[src/rtl/mem_arbiter_if.sv]
// Bus bundle between the two cache controllers, the arbiter and main memory.
// The arbiter connects through the slave modport; the requester/memory side uses master.
interface mem_arbiter_if;
    logic        r0_rd;
    logic        r0_wr;
    logic [9:0]  r0_addr;
    logic [31:0] r0_wdata;
    logic        r0_done;
    logic        r1_rd;
    logic        r1_wr;
    logic [9:0]  r1_addr;
    logic [31:0] r1_wdata;
    logic        r1_done;
    logic [31:0] rdata;
    logic        err;
    logic        grant;
    logic        mem_rd;
    logic        mem_wr;
    logic [9:0]  mem_addr;
    logic [31:0] mem_wdata;
    logic [31:0] mem_rdata;
    logic        mem_ready;

    modport slave (
        input  r0_rd, r0_wr, r0_addr, r0_wdata, r1_rd, r1_wr, r1_addr, r1_wdata,
               mem_rdata, mem_ready,
        output r0_done, r1_done, rdata, err, grant, mem_rd, mem_wr, mem_addr, mem_wdata
    );

    modport master (
        output r0_rd, r0_wr, r0_addr, r0_wdata, r1_rd, r1_wr, r1_addr, r1_wdata,
               mem_rdata, mem_ready,
        input  r0_done, r1_done, rdata, err, grant, mem_rd, mem_wr, mem_addr, mem_wdata
    );
endinterface

[src/rtl/mem_arbiter.sv]
// Two-requester main-memory arbiter with IDLE/BUSY/DONE sequencing and a wait timeout.
// Define ARB_ROUND_ROBIN_EN to alternate ties; otherwise requester 1 wins ties.
module mem_arbiter #(
    parameter int TIMEOUT = 15
) (
    input  logic          clk,
    input  logic          reset,
    mem_arbiter_if.slave  bus
);
    typedef enum logic [1:0] {
        IDLE = 2'b00,
        BUSY = 2'b01,
        DONE = 2'b10
    } state_t;

    localparam logic [7:0] WAIT_LAST = 8'(TIMEOUT - 1);

    state_t      state_r;
    state_t      next_state_s;
    logic [7:0]  wait_cnt_r;
    logic        grant_r;
    logic        mem_rd_r;
    logic        mem_wr_r;
    logic        done0_r;
    logic        done1_r;
    logic        err_r;
    logic [9:0]  mem_addr_r;
    logic [31:0] mem_wdata_r;
    logic [31:0] rdata_r;

    logic        req0_s;
    logic        req1_s;
    logic        win_s;
    logic        win_wr_s;
    logic [9:0]  win_addr_s;
    logic [31:0] win_wdata_s;
    logic        wait_last_s;

    // Winner selection and the winner's request fields (rd+wr together means write).
    always_comb begin
        req0_s      = bus.r0_rd | bus.r0_wr;
        req1_s      = bus.r1_rd | bus.r1_wr;
        win_s       = 1'b0;
        win_wr_s    = 1'b0;
        win_addr_s  = 10'd0;
        win_wdata_s = 32'd0;
        wait_last_s = (wait_cnt_r == WAIT_LAST);
        if (req0_s && req1_s) begin
`ifdef ARB_ROUND_ROBIN_EN
            win_s = ~grant_r;
`else
            win_s = 1'b1;
`endif
        end else if (req1_s) begin
            win_s = 1'b1;
        end else begin
            win_s = 1'b0;
        end
        if (win_s) begin
            win_wr_s    = bus.r1_wr;
            win_addr_s  = bus.r1_addr;
            win_wdata_s = bus.r1_wdata;
        end else begin
            win_wr_s    = bus.r0_wr;
            win_addr_s  = bus.r0_addr;
            win_wdata_s = bus.r0_wdata;
        end
    end

    // State register.
    always_ff @(posedge clk or negedge reset) begin
        if (!reset) begin
            state_r <= IDLE;
        end else begin
            state_r <= next_state_s;
        end
    end

    // Next-state decode; mem_ready takes precedence over the timeout.
    always_comb begin
        next_state_s = state_r;
        case (state_r)
            IDLE: begin
                if (req0_s || req1_s) begin
                    next_state_s = BUSY;
                end else begin
                    next_state_s = IDLE;
                end
            end
            BUSY: begin
                if (bus.mem_ready || wait_last_s) begin
                    next_state_s = DONE;
                end else begin
                    next_state_s = BUSY;
                end
            end
            DONE:    next_state_s = IDLE;
            default: next_state_s = IDLE;
        endcase
    end

    // Registered datapath: request latch, wait counter, strobes and completion pulses.
    always_ff @(posedge clk or negedge reset) begin
        if (!reset) begin
            wait_cnt_r  <= 8'd0;
            grant_r     <= 1'b0;
            mem_rd_r    <= 1'b0;
            mem_wr_r    <= 1'b0;
            done0_r     <= 1'b0;
            done1_r     <= 1'b0;
            err_r       <= 1'b0;
            mem_addr_r  <= 10'd0;
            mem_wdata_r <= 32'd0;
            rdata_r     <= 32'd0;
        end else begin
            done0_r <= 1'b0;
            done1_r <= 1'b0;
            err_r   <= 1'b0;
            case (state_r)
                IDLE: begin
                    if (req0_s || req1_s) begin
                        grant_r     <= win_s;
                        mem_addr_r  <= win_addr_s;
                        mem_wdata_r <= win_wdata_s;
                        mem_wr_r    <= win_wr_s;
                        mem_rd_r    <= ~win_wr_s;
                        wait_cnt_r  <= 8'd0;
                    end
                end
                BUSY: begin
                    if (bus.mem_ready) begin
                        mem_rd_r <= 1'b0;
                        mem_wr_r <= 1'b0;
                        done0_r  <= ~grant_r;
                        done1_r  <= grant_r;
                        if (mem_rd_r) begin
                            rdata_r <= bus.mem_rdata;
                        end
                    end else if (wait_last_s) begin
                        mem_rd_r <= 1'b0;
                        mem_wr_r <= 1'b0;
                        err_r    <= 1'b1;
                    end else begin
                        wait_cnt_r <= wait_cnt_r + 8'd1;
                    end
                end
                DONE: begin
                    mem_rd_r <= 1'b0;
                    mem_wr_r <= 1'b0;
                end
                default: begin
                    mem_rd_r <= 1'b0;
                    mem_wr_r <= 1'b0;
                end
            endcase
        end
    end

    assign bus.r0_done   = done0_r;
    assign bus.r1_done   = done1_r;
    assign bus.err       = err_r;
    assign bus.grant     = grant_r;
    assign bus.rdata     = rdata_r;
    assign bus.mem_rd    = mem_rd_r;
    assign bus.mem_wr    = mem_wr_r;
    assign bus.mem_addr  = mem_addr_r;
    assign bus.mem_wdata = mem_wdata_r;
endmodule
[src/flat_wrapper.sv]
// flat-port wrapper written by rule: the top's interface ports become plain ports
module mem_arbiter_flat 
#(
    parameter int TIMEOUT = 15
)
  (clk, reset, bus_r0_rd, bus_r0_wr, bus_r0_addr, bus_r0_wdata, bus_r1_rd, bus_r1_wr, bus_r1_addr, bus_r1_wdata, bus_mem_rdata, bus_mem_ready, bus_r0_done, bus_r1_done, bus_rdata, bus_err, bus_grant, bus_mem_rd, bus_mem_wr, bus_mem_addr, bus_mem_wdata);
  mem_arbiter_if bus_i ();
  input  logic clk;
  input  logic reset;
  input wire logic [$bits(bus_i.r0_rd)-1:0] bus_r0_rd;
  input wire logic [$bits(bus_i.r0_wr)-1:0] bus_r0_wr;
  input wire logic [$bits(bus_i.r0_addr)-1:0] bus_r0_addr;
  input wire logic [$bits(bus_i.r0_wdata)-1:0] bus_r0_wdata;
  input wire logic [$bits(bus_i.r1_rd)-1:0] bus_r1_rd;
  input wire logic [$bits(bus_i.r1_wr)-1:0] bus_r1_wr;
  input wire logic [$bits(bus_i.r1_addr)-1:0] bus_r1_addr;
  input wire logic [$bits(bus_i.r1_wdata)-1:0] bus_r1_wdata;
  input wire logic [$bits(bus_i.mem_rdata)-1:0] bus_mem_rdata;
  input wire logic [$bits(bus_i.mem_ready)-1:0] bus_mem_ready;
  output wire logic [$bits(bus_i.r0_done)-1:0] bus_r0_done;
  output wire logic [$bits(bus_i.r1_done)-1:0] bus_r1_done;
  output wire logic [$bits(bus_i.rdata)-1:0] bus_rdata;
  output wire logic [$bits(bus_i.err)-1:0] bus_err;
  output wire logic [$bits(bus_i.grant)-1:0] bus_grant;
  output wire logic [$bits(bus_i.mem_rd)-1:0] bus_mem_rd;
  output wire logic [$bits(bus_i.mem_wr)-1:0] bus_mem_wr;
  output wire logic [$bits(bus_i.mem_addr)-1:0] bus_mem_addr;
  output wire logic [$bits(bus_i.mem_wdata)-1:0] bus_mem_wdata;
  assign bus_i.r0_rd = bus_r0_rd;
  assign bus_i.r0_wr = bus_r0_wr;
  assign bus_i.r0_addr = bus_r0_addr;
  assign bus_i.r0_wdata = bus_r0_wdata;
  assign bus_i.r1_rd = bus_r1_rd;
  assign bus_i.r1_wr = bus_r1_wr;
  assign bus_i.r1_addr = bus_r1_addr;
  assign bus_i.r1_wdata = bus_r1_wdata;
  assign bus_i.mem_rdata = bus_mem_rdata;
  assign bus_i.mem_ready = bus_mem_ready;
  assign bus_r0_done = bus_i.r0_done;
  assign bus_r1_done = bus_i.r1_done;
  assign bus_rdata = bus_i.rdata;
  assign bus_err = bus_i.err;
  assign bus_grant = bus_i.grant;
  assign bus_mem_rd = bus_i.mem_rd;
  assign bus_mem_wr = bus_i.mem_wr;
  assign bus_mem_addr = bus_i.mem_addr;
  assign bus_mem_wdata = bus_i.mem_wdata;
  mem_arbiter #(.TIMEOUT(TIMEOUT)) u_core (.clk(clk), .reset(reset), .bus(bus_i));
endmodule
[config.mk]
export PLATFORM = sky130hd
export DESIGN_NAME = mem_arbiter_flat
export DESIGN_NICKNAME = d
export VERILOG_FILES = /design/src/rtl/mem_arbiter_if.sv /design/src/rtl/mem_arbiter.sv /design/src/flat_wrapper.sv
export SDC_FILE = /design/constraint.sdc
export NUM_CORES = 1
export LEC_CHECK = 0
export BUFFER_PORTS_ARGS = -buffer_cell sky130_fd_sc_hd__buf_2
export CORE_MARGIN = 2
export CORE_UTILIZATION = 24
export CTS_CLUSTER_SIZE = 25
export DETAILED_ROUTE_END_ITERATION = 8
export PLACE_DENSITY_LB_ADDON = 0.12
export SLEW_MARGIN = 30
export SYNTH_ARGS = -nofsm -noshare
export SYNTH_HDL_FRONTEND = slang
export SYNTH_SLANG_ARGS = --single-unit
export TNS_END_PERCENT = 20
[constraint.sdc]
create_clock -name clk -period 2.4 [get_ports clk]
set_input_delay 0.12 -clock clk [delete_from_list [all_inputs] [get_ports clk]]
set_output_delay 0.12 -clock clk [all_outputs]
set_load 0.005 [all_outputs]
# After elaboration in Yosys (flattened, before gate mapping)
# Index checks and enable logic that the tools add are counted.
classes:
  shifts: 0
  div: 0
  order_cmp: 0
  add_sub_neg: 1
  n_mux: 25
  reduce_logical: 9
  mul: 0
  bitwise_logic: 4
  eq_ne: 6
ops:
  columns: ["operator", "n"]
  rows:
  - ["2-to-1 mux 32 bit", 1]
  - ["2-to-1 mux 8 bit", 3]
  - ["one-hot mux 8 bit (2 select lines)", 1]
  - ["2-to-1 mux 1 bit", 15]
  - ["2-to-1 mux 10 bit", 1]
  - ["adder 8 x 1 -> 8 bit (second input constant)", 1]
  - ["== test 8 x 4 -> 1 bit (second input constant)", 1]
  - ["inequality test 2 bit (second input constant)", 2]
  - ["one-hot mux 1 bit (2 select lines)", 2]
  - ["one-hot mux 2 bit (2 select lines)", 1]
  - ["AND reduction 2 bit", 2]
  - ["AND reduction 4 bit", 1]
  - ["inequality test 3 x 2 -> 1 bit (second input constant)", 1]
  - ["AND reduction 3 bit", 1]
  - ["== test 2 x 1 -> 1 bit (second input constant)", 1]
  - ["logical NOT 2 bit", 1]
  - ["logical OR 1 bit", 2]
  - ["2-to-1 mux 2 bit", 1]
  - ["inequality test 2 x 1 -> 1 bit (second input constant)", 1]
  - ["inverter 1 bit", 2]
  - ["OR 1 bit", 2]
  - ["nonzero test 2 bit", 1]
  - ["logical AND 1 bit", 1]
totals:
  in_bits: 123
  ramBits: 0
  latchBits: 0
  output_inout_bits: 80
  mem_bits_ro: 0
  word_cells: 56
  regBits: 90
  mem_count: 0

# Longest topological paths before layout
logic_depth:
  depth_word: 7
  ltp_mapped: 6
  mapped_depth_nobuf: 6

# Least setup slack after synthesis
# Ideal clock, no wire load.
synth_timing:
  kind: "register to register"
  from: "register u_core.state_r[1]"
  to: "register u_core.wait_cnt_r[5]"
  required_time_ps: 2276
  period_less_slack_ps: 1551
  arrival_ps: 1427
  path_slack_ps: 849
  path_buffers: 1
  path_stages_with_launch: 6
  setup_ps: 124
  cell_sequence: "dfrtp_1 > nand2b_1 > buf_6 > a311oi_4 > nor2_2 > a211o_1"
synth_via:
  elab_chain_cells: 3
  elab_cells_between_ends: 8
  classes_between: "eq/ne: 4; mux: 1; reduce/logical: 3"
synth_rtl:
  columns: ["element", "line", "source"]
  rows:
  - ["start: declaration", "mem_arbiter.sv:18", "state_t state_r;"]
  - ["start signal: assignment", "mem_arbiter.sv:75", "state_r <= next_state_s;"]
  - ["== test 2 x 1 -> 1 bit / logical NOT 2 bit (equally long branches)", "mem_arbiter.sv:119", "case (state_r)"]
  - ["inequality test 2 bit (no line), or another cell as far along", null, null]
  - ["AND reduction 4 bit (no line)", null, null]
  - ["end signal: assignment", "mem_arbiter.sv:144", "wait_cnt_r <= wait_cnt_r + 8'd1;"]
  - ["end: declaration", "mem_arbiter.sv:20", "logic [7:0] wait_cnt_r;"]
# Several ways; a longest one is shown, not always the timed one.
# A chain may end at the register's enable or synchronous reset.

# Final worst setup path
layout_timing:
  from: "register u_core.state_r[1]"
  to: "register u_core.wait_cnt_r[7]"
# The elaborated chain is that of the path after synthesis.

==> flow_summary.yaml <==
outcome:
  status: "completed"
worst_setup_path:
  rrSetupSlack_ns: 0.57
  r2r-start: "u_core.state_r[1]"
  rr_worst_depth: 4
  worstSetupPathType: "reg -> reg"
  worstPathArrival_ns: 2.05
  worstPathMaxFanout: 9
  cp-end-kind: "register"
  r2r_end: "u_core.wait_cnt_r[7]"
  cp-start-kind: "register"
  worst_ep_required_time_ns: 2.62
routing:
  drt_iter0_drc: 88
  via_per_inst: 4.20
  vias: 3276
  drtPass1Iterations: 4
  drc: 0
  drt-total-wl_mm: 10.0
  wl_per_cell_um: 12.9
  ant_nets: 0
yosys:
  synth.avg_cell_area_um2: 11.9
  ys_warn_count: 0
  synth_ff_type: "dfrtp_1"
  synth_top_cell_by_area: "dfrtp_1"
  yosys-top-cells-area: "dfrtp_1 58%, mux2i_1 11%, mux2_2 9.2%, o21ai_0 5.8%, nand2_1 4.3%"
  synthCells: 329
  synth_cell_types: 33
  syn-num-nets: 454
  synth-seq-cells: 90
  synthAdderAreaFrac: 0.00640
  synthTopCellsByCount: "90 x dfrtp_1, 45 x nand2_1, 45 x o21ai_0, 42 x mux2i_1, 32 x mux2_2"
  synth-xor-area-share: 0
  synth_top_family_by_area: "multiplexers"
  synth_most_common_cell: "dfrtp_1"
  ys_seq_area_frac: 0.576
  syn-cell-area_um2: 3910
  yosys.area.top_type_share: 0.576
  synthMuxAreaShare: 0.200
  synthArstFlopShare: 1.00
  synth_compound_area_frac: 0.101
  synth_edf_count: 0
  synth-simple-area-share: 0.0871
min_path:
  hold_path.class: "in -> reg"
  whs_endpoint: "u_core.bus.rdata[4]"
  hold_depth: 2
  min-delay-start: "bus_mem_rdata[4]"
sta:
  final_hold_viol_count: 0
  fin_skew_ns: 0.00707
  slew_viol_final: 0
  hold-worst-slack_ns: 0.0200
  slew_headroom: 0.505
  setup_tns_ns: 0
  setup_viol_count_final: 0
  rsz0062_at_grt: "no"
  fin_crit_ns: 1.83
  worst_slack_ns: 0.571
  period_share: 0.762
  worstMarginPinSlew_ns: 0.742
  fmax_mhz: 547
global_route:
  grt_pass1_wl_mm: 16.9
  grt_max_degree: 87
  antenna_found_initial: 0
  grt_pass1_vias: 3326
  grt.overflow.total: 0
  grt_use_total: 0.120
placement:
  finalWeightedCongestion: 0.718
  io_buffers: 202
  dpl_worst_slack_ns: 0.612
  dp_hpwl_mm: 7.06
pwr:
  ir_worst_vdd_uv: 432
  power_mw: 6.00
  powerDensity_nw_per_um2: 1040
  p_leak_nw: 2.88
clock_network:
  clk_pin_slew_worst_paths_ns: 0.06
  cts_buffers: 9
  cts_tree: "yes"
  clock_latency_ns: 0.34
  cts_resized: 0
  cts_max_level: 3
  clock-sinks: 90
  root_buffer: "clkbuf_16"
  clockBufferDepth: 2
  post_cts_buffers: 0
floorplan:
  initial_core_util: 0.246
  core_um2: 15900
  die_area_um2: 17300
  die_x_um: 132
  die_y_um: 132
  fp-row-count: 46
  io_pins: 203
layout:
  area_delta_synth_final_pct: 47.5
  diodes: 0
  fin_nets: 684
  drive_gt1_frac: 0.463
run:
  maxCapViolCount: 0
## sequential cells by signal, summed over array words and instances, names as in the netlist
signal and flops:
u_core.bus.err 1, u_core.bus.grant 1, u_core.bus.mem_addr 10, u_core.bus.mem_rd 1
u_core.bus.mem_wdata 32, u_core.bus.mem_wr 1, u_core.bus.r0_done 1, u_core.bus.r1_done 1
u_core.bus.rdata 32, u_core.state_r 2, u_core.wait_cnt_r 8
## logic make-up (layout without fill, tap and decap cells)
logic type / Yosys count / count (layout)
multiplexers: 74 / 74
AND/OR/NAND/NOR: 74 / 74
adder cells (fa/ha/maj): 2 / 2
flip-flops: 90 / 90
AO/OA/AOI/OAI: 65 / 65
buffers and inverters: 24 / 259
## worst max path at each step
stage / start / endpoint / cells after the start
2_1_floorplan: u_core.state_r[1] / u_core.wait_cnt_r[5] / 5
3_3_place_gp: u_core.state_r[1] / u_core.wait_cnt_r[7] / 4
3_5_place_dp: u_core.state_r[1] / u_core.wait_cnt_r[7] / 4
4_1_cts: u_core.state_r[1] / u_core.wait_cnt_r[7] / 4
5_1_grt: u_core.state_r[1] / u_core.wait_cnt_r[7] / 4
6_report: u_core.state_r[1] / u_core.wait_cnt_r[7] / 4
## per-layer routing
metal	up-vias	GRT usage	part of all wire
li1	1621	-	-
met1	1496	0.152	0.45
met2	153	0.188	0.45
met3	6	0.0536	0.092
met4	0	0.0290	0.0086
met5	-	0	0
## metrics by stage
stage	util	instances	area, um^2
floorplan	-	329	3910
global placement	0.325	733	5160
detailed placement	0.325	733	5160
CTS	0.363	780	5770
global route	0.363	780	5770
finish	0.363	780	5770
## worst max-delay path, stage by stage (launching register included)
cell	delay (ns)
dfrtp_1	0.42
nand2b_1	0.31
a311oi_4	0.57
nor2_2	0.10
a211o_1	0.30
## cell usage in the layout (no fill, tap or decap), drive strengths merged
master	count
a211o	3
a21boi	1
a21oi	4
a22o	1
a311o	1
a311oi	1
a31oi	3
a41oi	2
and2	1
and2b	1
and3	4
buf	206
bufinv	1
clkbuf	10
clkinv	1
clkinvlp	3
dfrtp	90
dlygate4sd3	31
ha	2
inv	7
mux2	32
mux2i	42
nand2	45
nand2b	1
nand3	6
nand4	2
nor2	7
nor3	6
nor4	1
o21a	1
o21ai	45
o21bai	1
o32ai	1
o41ai	1
## timing repair
| item | 4_1_cts | 5_1_grt |
|---|---|---|
| hold endpoints to repair | 79 | 0 |
| endpoints found under the setup margin | 0 | 0 |
| hold buffers | 31 | 0 |
## report_power, final
group / switching (mW) / leakage, nW / internal [mW] / total (mW)
sequential: 0.342 / 1.12 / 2.19 / 2.53
combinational: 1.03 / 1.62 / 1.02 / 2.05
clock: 0.606 / 0.135 / 0.809 / 1.42
total: 1.98 / 2.88 / 4.02 / 6.00
## final cells by class
type / count / area [um^2]
Clock buffer: 10 / 229
Sequential cell: 90 / 2250
Tap cell: 216 / 270
Timing Repair Buffer: 237 / 1380
Fill cell: 1627 / 10100
Clock inverter: 6 / 66.3
Multi-Input combinational cell: 215 / 1550
Inverter: 6 / 22.5
Power figures use the tool's default switching activity.
